<file path="config.mk">
export PLATFORM = sky130hd
export DESIGN_NAME = fifo_rd_packer_flat
export DESIGN_NICKNAME = d
export VERILOG_FILES = /design/src/rtl/fifo_rd_packer_if.sv /design/src/rtl/fifo_rd_packer.sv /design/src/flat_wrapper.sv
export SDC_FILE = /design/constraint.sdc
export NUM_CORES = 1
export LEC_CHECK = 0
export ABC_AREA = 1
export CAP_MARGIN = 5
export CORE_MARGIN = 10
export CORE_UTILIZATION = 52
export CTS_BUF_LIST = sky130_fd_sc_hd__clkbuf_4 sky130_fd_sc_hd__clkbuf_8 sky130_fd_sc_hd__clkbuf_16
export CTS_CLUSTER_DIAMETER = 40
export DETAILED_ROUTE_END_ITERATION = 12
export PLACE_DENSITY = 0.79
export SLEW_MARGIN = 20
export SYNTH_ARGS = -nofsm -noshare
export SYNTH_HDL_FRONTEND = slang
export SYNTH_SLANG_ARGS = --single-unit
</file>
<file path="constraint.sdc">
create_clock -name rclk -period 2.1 [get_ports rclk]
set_input_delay 0.315 -clock rclk [delete_from_list [all_inputs] [get_ports rclk]]
set_output_delay 0.315 -clock rclk [all_outputs]
set_load 0.005 [all_outputs]
</file>
<file path="src/rtl/fifo_rd_packer_if.sv">
// Output word bus of the FIFO read-side byte packer: valid/ready handshake with
// lane keep mask and last flag.
interface fifo_rd_packer_if #(
  parameter int DW    = 8,
  parameter int BYTES = 4
);
  logic                  m_valid;
  logic                  m_ready;
  logic [DW*BYTES-1:0]   m_data;
  logic [BYTES-1:0]      m_keep;
  logic                  m_last;

  modport master (
    output m_valid,
    output m_data,
    output m_keep,
    output m_last,
    input  m_ready
  );

  modport slave (
    input  m_valid,
    input  m_data,
    input  m_keep,
    input  m_last,
    output m_ready
  );
endinterface

</file>
<file path="src/rtl/fifo_rd_packer.sv">
// Pops bytes from a first-word-fall-through FIFO and packs BYTES of them
// little-endian into words; a flush closes the current partial word early.
module fifo_rd_packer #(
  parameter int DW    = 8,
  parameter int BYTES = 4
) (
  input  logic              rclk,
  input  logic              rrst,
  input  logic              rempty,
  input  logic [DW-1:0]     rdata,
  output logic              rinc,
  input  logic              flush,
  output logic              busy,
  fifo_rd_packer_if.master  m
);

  localparam int CW = $clog2(BYTES + 1);
  localparam logic [CW-1:0] CNT_FULL = CW'(BYTES);

  typedef enum logic {
    FILL  = 1'b0,
    FLUSH = 1'b1
  } state_t;

  state_t                 state_q;
  logic [CW-1:0]          cnt_q;
  logic                   m_valid_q;
  logic [DW*BYTES-1:0]    m_data_q;
  logic [BYTES-1:0]       m_keep_q;
  logic                   m_last_q;

  logic [DW*BYTES-1:0]    pack_data_d;
  logic [BYTES-1:0]       pack_keep_d;
  logic                   out_free;
  logic                   xfer;
  logic                   pop;

  assign out_free = !m_valid_q || m.m_ready;
  assign xfer     = out_free &&
                    ((cnt_q == CNT_FULL) || ((state_q == FLUSH) && (cnt_q != '0)));
  // A full accumulator may still pop when the same edge moves it to the output.
  assign pop      = !rrst && !rempty && (state_q == FILL) &&
                    ((cnt_q < CNT_FULL) || xfer);
  assign rinc     = pop;
  assign busy     = (cnt_q != '0) || m_valid_q || (state_q == FLUSH);

  generate
    for (genvar gi = 0; gi < BYTES; gi++) begin : g_lane
      logic [DW-1:0] lane_q;
      logic          lane_we;

      // After an xfer the accumulator restarts, so a coincident pop goes to lane 0.
      assign lane_we = pop && (xfer ? (gi == 0) : (cnt_q == CW'(gi)));

      always_ff @(posedge rclk) begin
        if (rrst) begin
          lane_q <= '0;
        end else if (lane_we) begin
          lane_q <= rdata;
        end
      end

      assign pack_keep_d[gi]            = (CW'(gi) < cnt_q);
      assign pack_data_d[gi*DW +: DW]   = pack_keep_d[gi] ? lane_q : '0;
    end
  endgenerate

  always_ff @(posedge rclk) begin
    if (rrst) begin
      state_q   <= FILL;
      cnt_q     <= '0;
      m_valid_q <= 1'b0;
      m_data_q  <= '0;
      m_keep_q  <= '0;
      m_last_q  <= 1'b0;
    end else begin
      if (xfer) begin
        m_valid_q <= 1'b1;
        m_data_q  <= pack_data_d;
        m_keep_q  <= pack_keep_d;
        m_last_q  <= (state_q == FLUSH);
      end else if (m_valid_q && m.m_ready) begin
        m_valid_q <= 1'b0;
      end

      case (state_q)
        FILL: begin
          if (flush) begin
            state_q <= FLUSH;
          end
        end
        FLUSH: begin
          // Nothing pending means the flush has nothing to close.
          if (xfer || (cnt_q == '0)) begin
            state_q <= FILL;
          end
        end
        default: state_q <= FILL;
      endcase

      if (pop) begin
        cnt_q <= xfer ? CW'(1) : cnt_q + CW'(1);
      end else if (xfer) begin
        cnt_q <= '0;
      end
    end
  end

  assign m.m_valid = m_valid_q;
  assign m.m_data  = m_data_q;
  assign m.m_keep  = m_keep_q;
  assign m.m_last  = m_last_q;

endmodule

</file>
<file path="src/flat_wrapper.sv">
// flat-port wrapper written by rule: the top's interface ports become plain ports
module fifo_rd_packer_flat 
#(
  parameter int DW    = 8,
  parameter int BYTES = 4
)
  (rclk, rrst, rempty, rdata, rinc, flush, busy, m_m_valid, m_m_data, m_m_keep, m_m_last, m_m_ready);
  fifo_rd_packer_if #(.DW(DW), .BYTES(BYTES)) m_i ();
  input  logic rclk;
  input  logic rrst;
  input  logic rempty;
  input  logic [DW-1:0] rdata;
  output logic rinc;
  input  logic flush;
  output logic busy;
  output wire logic [$bits(m_i.m_valid)-1:0] m_m_valid;
  output wire logic [$bits(m_i.m_data)-1:0] m_m_data;
  output wire logic [$bits(m_i.m_keep)-1:0] m_m_keep;
  output wire logic [$bits(m_i.m_last)-1:0] m_m_last;
  input wire logic [$bits(m_i.m_ready)-1:0] m_m_ready;
  assign m_m_valid = m_i.m_valid;
  assign m_m_data = m_i.m_data;
  assign m_m_keep = m_i.m_keep;
  assign m_m_last = m_i.m_last;
  assign m_i.m_ready = m_m_ready;
  fifo_rd_packer #(.DW(DW), .BYTES(BYTES)) u_core (.rclk(rclk), .rrst(rrst), .rempty(rempty), .rdata(rdata), .rinc(rinc), .flush(flush), .busy(busy), .m(m_i));
endmodule
</file>
==> results.ini, run 1 <==
[clocking]
clk_latency_ps=350
ctsRootBufferMaster=clkbuf_8
htreeDepth=3
cts_buffers=9
path_clk_slew_ps=70
clk_path_buf_depth=2
cts_tree=built
cts_num_sinks=74

[finish]
final_common_cell=nand2_1
final_cells=509
final_area_um2=3840
syn_to_final_growth_pct=29.3
drive_gt1_frac=0.135
antennaDiodeCount=0
nNetsFinal=448
final_cell_mix=nand2_1 (75), dfxtp_1 (72), inv_1 (65), clkdlybuf4s50_1 (51), o21ai_0 (28)

[worst_setup_path]
cp-start-kind=register
slowest_stage=clkdlybuf4s50_1
worst_ep_required_time_ps=1780
path_delay_family=buffers and inverters
arrival_ps=1680
crit_chain=inv_2 -> ha_1 -> nand2_2 -> nor2_1 -> nand2_1 -> clkdlybuf4s50_1
end_kind=output pin
critPathMaxFanout=7
critPathMaxStageDelay_ps=500
path_class=reg -> out
critPathBufInv=2

[place]
globalplace.congestion=0.801
io_buffers=52
hpwl_um=4710
dp_cells=491
dpl_cell_area_um2=3580
dp_slack_ps=36.2

[sta]
fmax_ghz=0.501
slew_viol_final=0
post-route-period-util=0.951
relSlewSlack=0.713
final_hold_viol_count=0
fin_ws_ps=103
grt_setup_unrepaired=no
setup_tns_ps=0
clock_skew_ps=4.14
finalSetupViolCount=0
worstMarginPinSlew_ps=431
layout_min_cycle_time_ps=2000

[power]
combPwrFrac=0.105
power_density_nw_per_um2=792
vdd_drop_max_uv=482
p_int_uw=2320
p_seq_frac=0.481
finalPower_uw=3040
clkPwrFrac=0.414
leakagePower_uw=0.00161
switching_share=0.238
p_switching_uw=723

[floorplan]
start_util=0.539
die_area_um2=9130
die_y_um=95.5
core_area_um2=5510
io_pins=53
fp.dieW_um=95.5
placementRows=27

[yosys]
synth_top_area_share=0.499
synthAdderAreaFrac=0.0126
ys_ff_latch=74
synth_top_family_by_area=simple AND/OR/NAND/NOR gates
synth_compound_gate_area_share=0.129
synth.area.mux_share=0
synthDistinctLibCells=27
seq_area_frac_synth=0.499
yosysWarningCount=0
synth_cells=368
yosys-top-cells-area=dfxtp_1 (50%), nand2_1 (9.5%), inv_1 (8.2%)
yosysTopAreaCell=dfxtp_1
syn_area_um2=2970
synth_simple_gate_area_frac=0.240
syn_avg_cell_area_um2=8.06
synthXorXnorAreaFrac=0
syn-num-nets=384

[detailed_routing]
drtAntennaViolNets=0
firstDrtPassIters=4
routedWlPerCell_um=13.1
drc=0
via_per_inst=4.85
finalWirelength_um=6690
vias=2467
first_iter_violations=153

[worst_hold_path]
hold_path_class=reg -> reg

[flow_run]
maxCapViolations=0

[global_routing]
grt_max_degree=40
grt_pass1_wl_um=10800
grt_pass1_vias=2336
grt.overflow.total=0
track_usage=0.151
antenna_found_initial=0

[status]
status=finished clean

==> synthesized netlist by cell type <==
cell and number:
nand2_1 75, dfxtp_1 74, inv_1 65, o21ai_0 28, nand3_1 26, nor2_1 25, o21ai_1 19, a21oi_1 10
buf_6 6, o21ai_2 5, buf_2 4, nand2_2 4, nand3_2 4, ha_1 3, inv_2 3, nand2_4 3
a21oi_2 2, nand4_2 2, nor2_8 2, a211oi_1 1, inv_8 1, nand2_8 1, nor2_2 1, nor2_4 1
nor3_1 1, o211ai_4 1, o31ai_1 1
==> through the flow <==
step / utilization / hold slack, ps
after floorplan: - / 393
final: 0.697 / 449
after global routing: 0.697 / 466
after detailed placement: 0.651 / 438
after CTS: 0.697 / 453
after global placement: 0.651 / 427
==> cell families (layout without fill, tap and decap cells) <==
| family | count (synthesis) | in the layout |
|---|---|---|
| AO/OA/AOI/OAI | 67 | 67 |
| adder cells (fa/ha/maj) | 3 | 3 |
| buffers and inverters | 79 | 148 |
| flip-flops | 74 | 74 |
| AND/OR/NAND/NOR | 145 | 145 |
==> path summary, 6_finish.rpt <==
kind                                    startpoint                  end  slack, ps  depth (start not counted)
worst max register to register     u_core.cnt_q[0]  u_core.m.m_data[28]        320                         12
worst max-delay path               u_core.cnt_q[0]                 busy        100                          6
worst min register to register  u_core.m.m_keep[1]   u_core.m.m_keep[1]        450                          2
worst min-delay path            u_core.m.m_keep[1]   u_core.m.m_keep[1]        450                          2
==> sequential cells by signal, indices dropped and copies added, names as in the netlist <==
signal / flops
u_core.g_lane.lane_q: 32
u_core.m.m_valid: 1
u_core.m.m_keep: 4
u_core.m.m_data: 32
u_core.state_q: 1
u_core.m.m_last: 1
u_core.cnt_q: 3
==> worst register-to-register path: cells and delay by family (launching register included) <==
| kind | cells | cell delay [ps] |
|---|---|---|
| AO/OA/AOI/OAI | 1 | 80 |
| adder cells (fa/ha/maj) | 1 | 170 |
| buffers and inverters | 4 | 590 |
| flip-flops | 1 | 350 |
| AND/OR/NAND/NOR | 6 | 500 |
==> power by group through the flow <==
stage,clock network (µW),registers [µW],logic (µW)
after detailed placement,0,1500,305
after global placement,0,1500,299
after floorplan,0,1490,206
final,1260,1460,319
after global routing,1320,1470,355
after CTS,1280,1460,320
==> repair_timing <==
| item | in CTS | in global routing |
|---|---|---|
| setup buffers | 2 | 0 |
| hold buffers | 0 | 0 |
| hold endpoints to repair | 0 | 0 |
| gates resized for setup | 5 | 0 |
| endpoints found under the setup margin | 2 | 0 |
==> layout make-up <==
type	count	area, µm²
clock buffers	12	159
inverters	69	267
fillers	439	1670
clock inverters	4	73.8
multi-input cells	215	1130
flip-flops and latches	74	1490
repair buffers	63	627
well taps	72	90.1
==> layer usage <==
| layer | GRT usage | up-vias | share of wire |
|---|---|---|---|
| met5 | 0 | - | 0 |
| met1 | 0.174 | 1118 | 0.43 |
| met2 | 0.245 | 53 | 0.47 |
| met3 | 0.0432 | 16 | 0.070 |
| li1 | - | 1280 | - |
| met4 | 0.0872 | 0 | 0.026 |
(Power assumes the default switching activity.)
==> run 2, diff against run 1 <==
--- a/config.mk
+++ b/config.mk
@@ -12,7 +12,7 @@
 export CTS_BUF_LIST = sky130_fd_sc_hd__clkbuf_4 sky130_fd_sc_hd__clkbuf_8 sky130_fd_sc_hd__clkbuf_16
 export CTS_CLUSTER_DIAMETER = 40
 export DETAILED_ROUTE_END_ITERATION = 12
-export PLACE_DENSITY = 0.79
+export PLACE_DENSITY_LB_ADDON = 0.3
 export SLEW_MARGIN = 20
 export SYNTH_ARGS = -nofsm -noshare
 export SYNTH_HDL_FRONTEND = slang
==> run 2 against run 1 <==
Against the previous run:
- final area fell by 1.3%
- maximum frequency rose by 3.5%
- non-clock buffer count down 1
- final cell count down 0.39%
- highest routed layer unchanged
- flip-flop and latch count did not move
==> results.ini, run 2 (synthesized netlist as in run 1, its figures left out) <==
[detailed_routing]
finalWirelength_um=6700  ; was 6690 µm
firstDrtPassIters=4  ; unchanged
drc=0  ; unchanged
first_iter_violations=152  ; was 153
vias=2435  ; was 2467
routedWlPerCell_um=13.2  ; was 13.1 µm
via_per_inst=4.80  ; was 4.85
drtAntennaViolNets=0  ; unchanged

[worst_setup_path]
path_class=reg -> out  ; unchanged
arrival_ps=1610  ; was 1680 ps
cp-start-kind=register  ; unchanged
rr_worst_depth=12  ; unchanged
worst_ep_required_time_ps=1780  ; about the same
r2r_start=u_core.cnt_q[0]  ; unchanged
r2r_setup_slack_ps=300  ; was 320 ps
end_kind=output pin  ; unchanged
critPathCapture=rinc  ; was busy
crit_start=u_core.cnt_q[0]  ; unchanged
critPathMaxFanout=7  ; unchanged
rr_endpoint=u_core.m.m_data[24]  ; was u_core.m.m_data[28]

[clocking]
cts_tree=built  ; unchanged
cts_buffers=9  ; unchanged
htreeDepth=3  ; unchanged
clk_path_buf_depth=2  ; unchanged
ctsRootBufferMaster=clkbuf_8  ; unchanged
path_clk_slew_ps=80  ; was 70 ps
clk_latency_ps=340  ; was 350 ps
cts_num_sinks=74  ; unchanged

[power]
finalPower_uw=2840  ; was 3040 µW
leakagePower_uw=0.00159  ; was 0.00161 µW
power_density_nw_per_um2=749  ; was 792 nW/µm²
vdd_drop_max_uv=422  ; was 482 µV

[sta]
slew_viol_final=0  ; unchanged
setup_tns_ps=0  ; unchanged
worstMarginPinSlew_ps=374  ; was 431 ps
layout_min_cycle_time_ps=1930  ; was 2000 ps
post-route-period-util=0.919  ; was 0.951
fmax_ghz=0.518  ; was 0.501 GHz
clock_skew_ps=9.98  ; was 4.14 ps
finalSetupViolCount=0  ; unchanged
final_hold_viol_count=0  ; unchanged
grt_setup_unrepaired=no  ; unchanged
relSlewSlack=0.751  ; was 0.713

[floorplan]
die_area_um2=9130  ; unchanged
start_util=0.539  ; unchanged
die_y_um=95.5  ; unchanged
fp.dieW_um=95.5  ; unchanged
placementRows=27  ; unchanged
io_pins=53  ; unchanged
core_area_um2=5510  ; unchanged

[finish]
final_cells=507  ; was 509
multi_input_area_um2=1130  ; unchanged
drive_gt1_frac=0.131  ; was 0.135
syn_to_final_growth_pct=27.6  ; was 29.3%
final_common_cell=nand2_1  ; unchanged
nNetsFinal=447  ; was 448
utilization=0.688  ; was 0.697
nFillCells=465  ; was 439
final_cell_mix=nand2_1 (75), dfxtp_1 (72), inv_1 (65), clkdlybuf4s50_1 (50), o21ai_0 (28)  ; was nand2_1 (75), dfxtp_1 (72), inv_1 (65), clkdlybuf4s50_1 (51), o21ai_0 (28)
seq_area_um2=1490  ; unchanged
antennaDiodeCount=0  ; unchanged

[global_routing]
grt_max_degree=40  ; unchanged
grt.overflow.total=0  ; unchanged
track_usage=0.161  ; was 0.151
grt_pass1_wl_um=11500  ; was 10800 µm
grt_pass1_vias=2495  ; was 2336
antenna_found_initial=0  ; unchanged

[place]
hpwl_um=4760  ; was 4710 µm
dp_cells=491  ; unchanged
globalplace.congestion=0.814  ; was 0.801
io_buffers=52  ; unchanged

[flow_run]
maxCapViolations=0  ; unchanged

[worst_hold_path]
hold_path_class=reg -> reg  ; unchanged
worstHoldStart=u_core.m.m_keep[3]  ; was u_core.m.m_keep[1]

[status]
status=finished clean  ; unchanged

==> run 2: cell types whose count changed in the layout (fill, tap and decap cells not counted), sizes merged <==
cell           delta
clkinvlp          +1
clkdlybuf4s50     -1
buf               -1
bufinv            -1
clkinv            +1
dlymetal6s2s      +1
clkbuf            -2
==> run 2: layer usage <==
| layer | part of all wire | wire length [µm] | track usage | vias up |
|---|---|---|---|---|
| met3 | 0.074 | 496 | 0.0511 | 8 |
| met5 | 0 | 0 | 0 | - |
| met4 | 0.014 | 94 | 0.0860 | 0 |
| met2 | 0.49 | 3260 | 0.262 | 63 |
| met1 | 0.43 | 2860 | 0.184 | 1093 |
| li1 | - | - | - | 1271 |
==> run 2: metrics by stage <==
| stage | hold slack [ps] | worst slack (ps) | area, µm² |
|---|---|---|---|
| floorplan | 393 | 471 | 2970 |
| detailed placement | 441 | 38.3 | 3580 |
| finish | 452 | 170 | 3790 |
| CTS | 455 | 74.6 | 3780 |
| global placement | 427 | 59.7 | 3580 |
| global route | 483 | 15.3 | 3790 |
==> run 2: area by class of cell <==
| type | instances | area share |
|---|---|---|
| clock buffers | 10 | 0.0347 |
| well taps | 72 | 0.0238 |
| clock inverters | 5 | 0.0149 |
| multi-input cells | 215 | 0.299 |
| repair buffers | 62 | 0.164 |
| flip-flops and latches | 74 | 0.393 |
| inverters | 69 | 0.0704 |
==> run 2: how the worst min path moves through the flow <==
stage / endpoint / slack (ps) / depth (start not counted)
after floorplan: u_core.cnt_q[2] / 390 / 1
after global placement: u_core.m.m_keep[3] / 430 / 2
after detailed placement: u_core.m.m_keep[3] / 440 / 2
after CTS: u_core.m.m_keep[2] / 450 / 2
after global routing: u_core.m.m_data[21] / 480 / 2
final: u_core.m.m_keep[3] / 450 / 2
==> run 2: where the power goes <==
group	switching (µW)	total [µW]	internal [µW]	leakage (µW)
registers	21.4	1460	1440	0.000600
logic	189	312	123	0.000896
clock network	507	1060	553	0.0000955
total	717	2840	2120	0.00159
==> run 2: what timing repair did <==
item	in CTS	in global routing
setup endpoints to repair	2	1
resized for setup	5	1
buffers inserted	1	0
hold buffers	0	0
==> run 2: worst max-delay path: stages (launching register included) <==
cell and delay, ps:
dfxtp_4 360, inv_2 60, ha_1 210, nand2_2 100
nand2_2 80, nand2_4 70, nand3_2 90, nand2_4 70
dlygate4sd2_1 230
==> run 3, diff against run 2 <==
--- a/config.mk
+++ b/config.mk
@@ -13,6 +13,7 @@
 export CTS_CLUSTER_DIAMETER = 40
 export DETAILED_ROUTE_END_ITERATION = 12
 export PLACE_DENSITY_LB_ADDON = 0.3
+export SETUP_SLACK_MARGIN = 0.15
 export SLEW_MARGIN = 20
 export SYNTH_ARGS = -nofsm -noshare
 export SYNTH_HDL_FRONTEND = slang
==> run 3 against run 2 <==
Against the previous run:
- final area is 0.40% higher
- maximum frequency grew 7.2%
- clock skew shrank 0.64 ps
- via count rose by 0.53%
- utilization is 0.27 points higher
- clock power barely moved
- final cell count rose by 0.59%
- global-route usage is the same
- critical path type is now reg -> reg
- largest power group unchanged
==> results.ini, run 3 (synthesized netlist as in run 1, its figures left out) <==
[sta]
setup_tns_ps=0  ; unchanged
worst_hold_slack_ps=452  ; about the same
post-route-period-util=0.857  ; was 0.919
layout_min_cycle_time_ps=1800  ; was 1930 ps
final_hold_viol_count=0  ; unchanged
relSlewSlack=0.749  ; was 0.751
clock_skew_ps=9.35  ; was 9.98 ps
worstMarginPinSlew_ps=376  ; was 374 ps
fmax_ghz=0.556  ; was 0.518 GHz
grt_setup_unrepaired=no  ; unchanged
finalSetupViolCount=0  ; unchanged
slew_viol_final=0  ; unchanged

[detailed_routing]
drtAntennaViolNets=0  ; unchanged
finalWirelength_um=6770  ; was 6700 µm
firstDrtPassIters=4  ; unchanged
first_iter_violations=142  ; was 152
routedWlPerCell_um=13.3  ; was 13.2 µm
drc=0  ; unchanged
via_per_inst=4.80  ; about the same
vias=2448  ; was 2435

[floorplan]
io_pins=53  ; unchanged
die_y_um=95.5  ; unchanged
core_area_um2=5510  ; unchanged
die_area_um2=9130  ; unchanged
placementRows=27  ; unchanged
start_util=0.539  ; unchanged
fp.dieW_um=95.5  ; unchanged

[clocking]
htreeDepth=3  ; unchanged
cts_num_sinks=74  ; unchanged
clk_latency_ps=350  ; was 340 ps
ctsRootBufferMaster=clkbuf_8  ; unchanged
path_clk_slew_ps=80  ; about the same
clk_path_buf_depth=2  ; unchanged
cts_buffers=9  ; unchanged
cts_tree=built  ; unchanged
holdBufCountCts=0  ; unchanged

[global_routing]
antenna_found_initial=0  ; unchanged
grt_max_degree=40  ; unchanged
grt.overflow.total=0  ; unchanged
track_usage=0.161  ; unchanged
grt_pass1_wl_um=11500  ; unchanged
grt_pass1_vias=2495  ; unchanged

[worst_setup_path]
cp-start-kind=register  ; unchanged
end_kind=register  ; was output pin
arrival_ps=2060  ; was 1610 ps
worst_ep_required_time_ps=2360  ; was 1780 ps
critPathMaxFanout=21  ; was 7
critPathMaxStageDelay_ps=350  ; was 360 ps
slowest_stage=dfxtp_4  ; unchanged
crit_chain=inv_2 -> ha_1 -> nand2_2 -> nand2_2 -> nand2_4 -> buf_4 -> nand2_8 -> inv_8 -> nor2_8 -> buf_4 -> nand2_1 -> o21ai_0  ; was inv_2 -> ha_1 -> nand2_2 -> nand2_2 -> nand2_4 -> nand3_2 -> nand2_4 -> dlygate4sd2_1
path_class=reg -> reg  ; was reg -> out

[finish]
seq_area_um2=1490  ; unchanged
nNetsFinal=450  ; was 447
syn_to_final_growth_pct=28.1  ; was 27.6%
final_cell_mix=nand2_1 (75), dfxtp_1 (72), inv_1 (65), clkdlybuf4s50_1 (50), o21ai_0 (28)  ; unchanged
utilization=0.691  ; was 0.688
antennaDiodeCount=0  ; unchanged
final_common_cell=nand2_1  ; unchanged
multi_input_area_um2=1130  ; unchanged
drive_gt1_frac=0.139  ; was 0.131
nFillCells=462  ; was 465

[power]
leakagePower_uw=0.00160  ; was 0.00159 µW
power_density_nw_per_um2=749  ; about the same
vdd_drop_max_uv=421  ; was 422 µV
finalPower_uw=2850  ; was 2840 µW

[place]
globalplace.congestion=0.814  ; unchanged
hpwl_um=4760  ; unchanged
io_buffers=52  ; unchanged

[status]
status=finished clean  ; unchanged

[flow_run]
maxCapViolations=0  ; unchanged

[worst_hold_path]
hold_path_class=reg -> reg  ; unchanged

[run 3: layout make-up]
type / instances / share of cell area
Tap cell: 72 / 0.0237
Sequential cell: 74 / 0.392
Multi-Input combinational cell: 215 / 0.298
Inverter: 69 / 0.0701
Clock inverter: 5 / 0.0148
Clock buffer: 10 / 0.0346
Timing Repair Buffer: 65 / 0.167
[run 3: routing by layer]
metal  GRT usage  vias to the layer above  share of wire
li1            -                     1277              -
met1       0.184                     1093           0.42
met2       0.262                       65           0.48
met3      0.0511                       13          0.079
met4      0.0860                        0          0.020
met5           0                        -              0
[run 3: repair_timing]
item                       in CTS  in global routing
setup endpoints to repair       2                  2
resized for setup               6                  2
buffers inserted                1                  3
[run 3: final timing paths]
path | start | end | slack [ps] | cells past startpoint
min reg2reg | u_core.m.m_keep[3] | u_core.m.m_keep[3] | 450 | 2
max | u_core.cnt_q[0] | u_core.m.m_data[24] | 300 | 12
max reg2reg | u_core.cnt_q[0] | u_core.m.m_data[24] | 300 | 12
min | u_core.m.m_keep[3] | u_core.m.m_keep[3] | 450 | 2
[run 3: worst max-delay path: cells and delay by family (launching register included)]
kind	cells	cell delay (ps)
buffers and inverters	4	560
AND/OR/NAND/NOR	6	500
flip-flops	1	350
adder cells (fa/ha/maj)	1	180
AO/OA/AOI/OAI	1	90
[run 3: power breakdown]
group,switching [µW],internal [µW]
registers,20.9,1440
logic,193,129
clock network,509,553
total,723,2120
[run 3: per-stage QoR]
step | cell area, µm² | instances | setup WS [ps]
6_report | 3800 | 510 | 300
4_1_cts | 3780 | 507 | 151
3_3_place_gp | 3580 | 491 | 59.7
2_1_floorplan | 2970 | 368 | 471
5_1_grt | 3800 | 510 | 147
3_5_place_dp | 3580 | 491 | 38.3
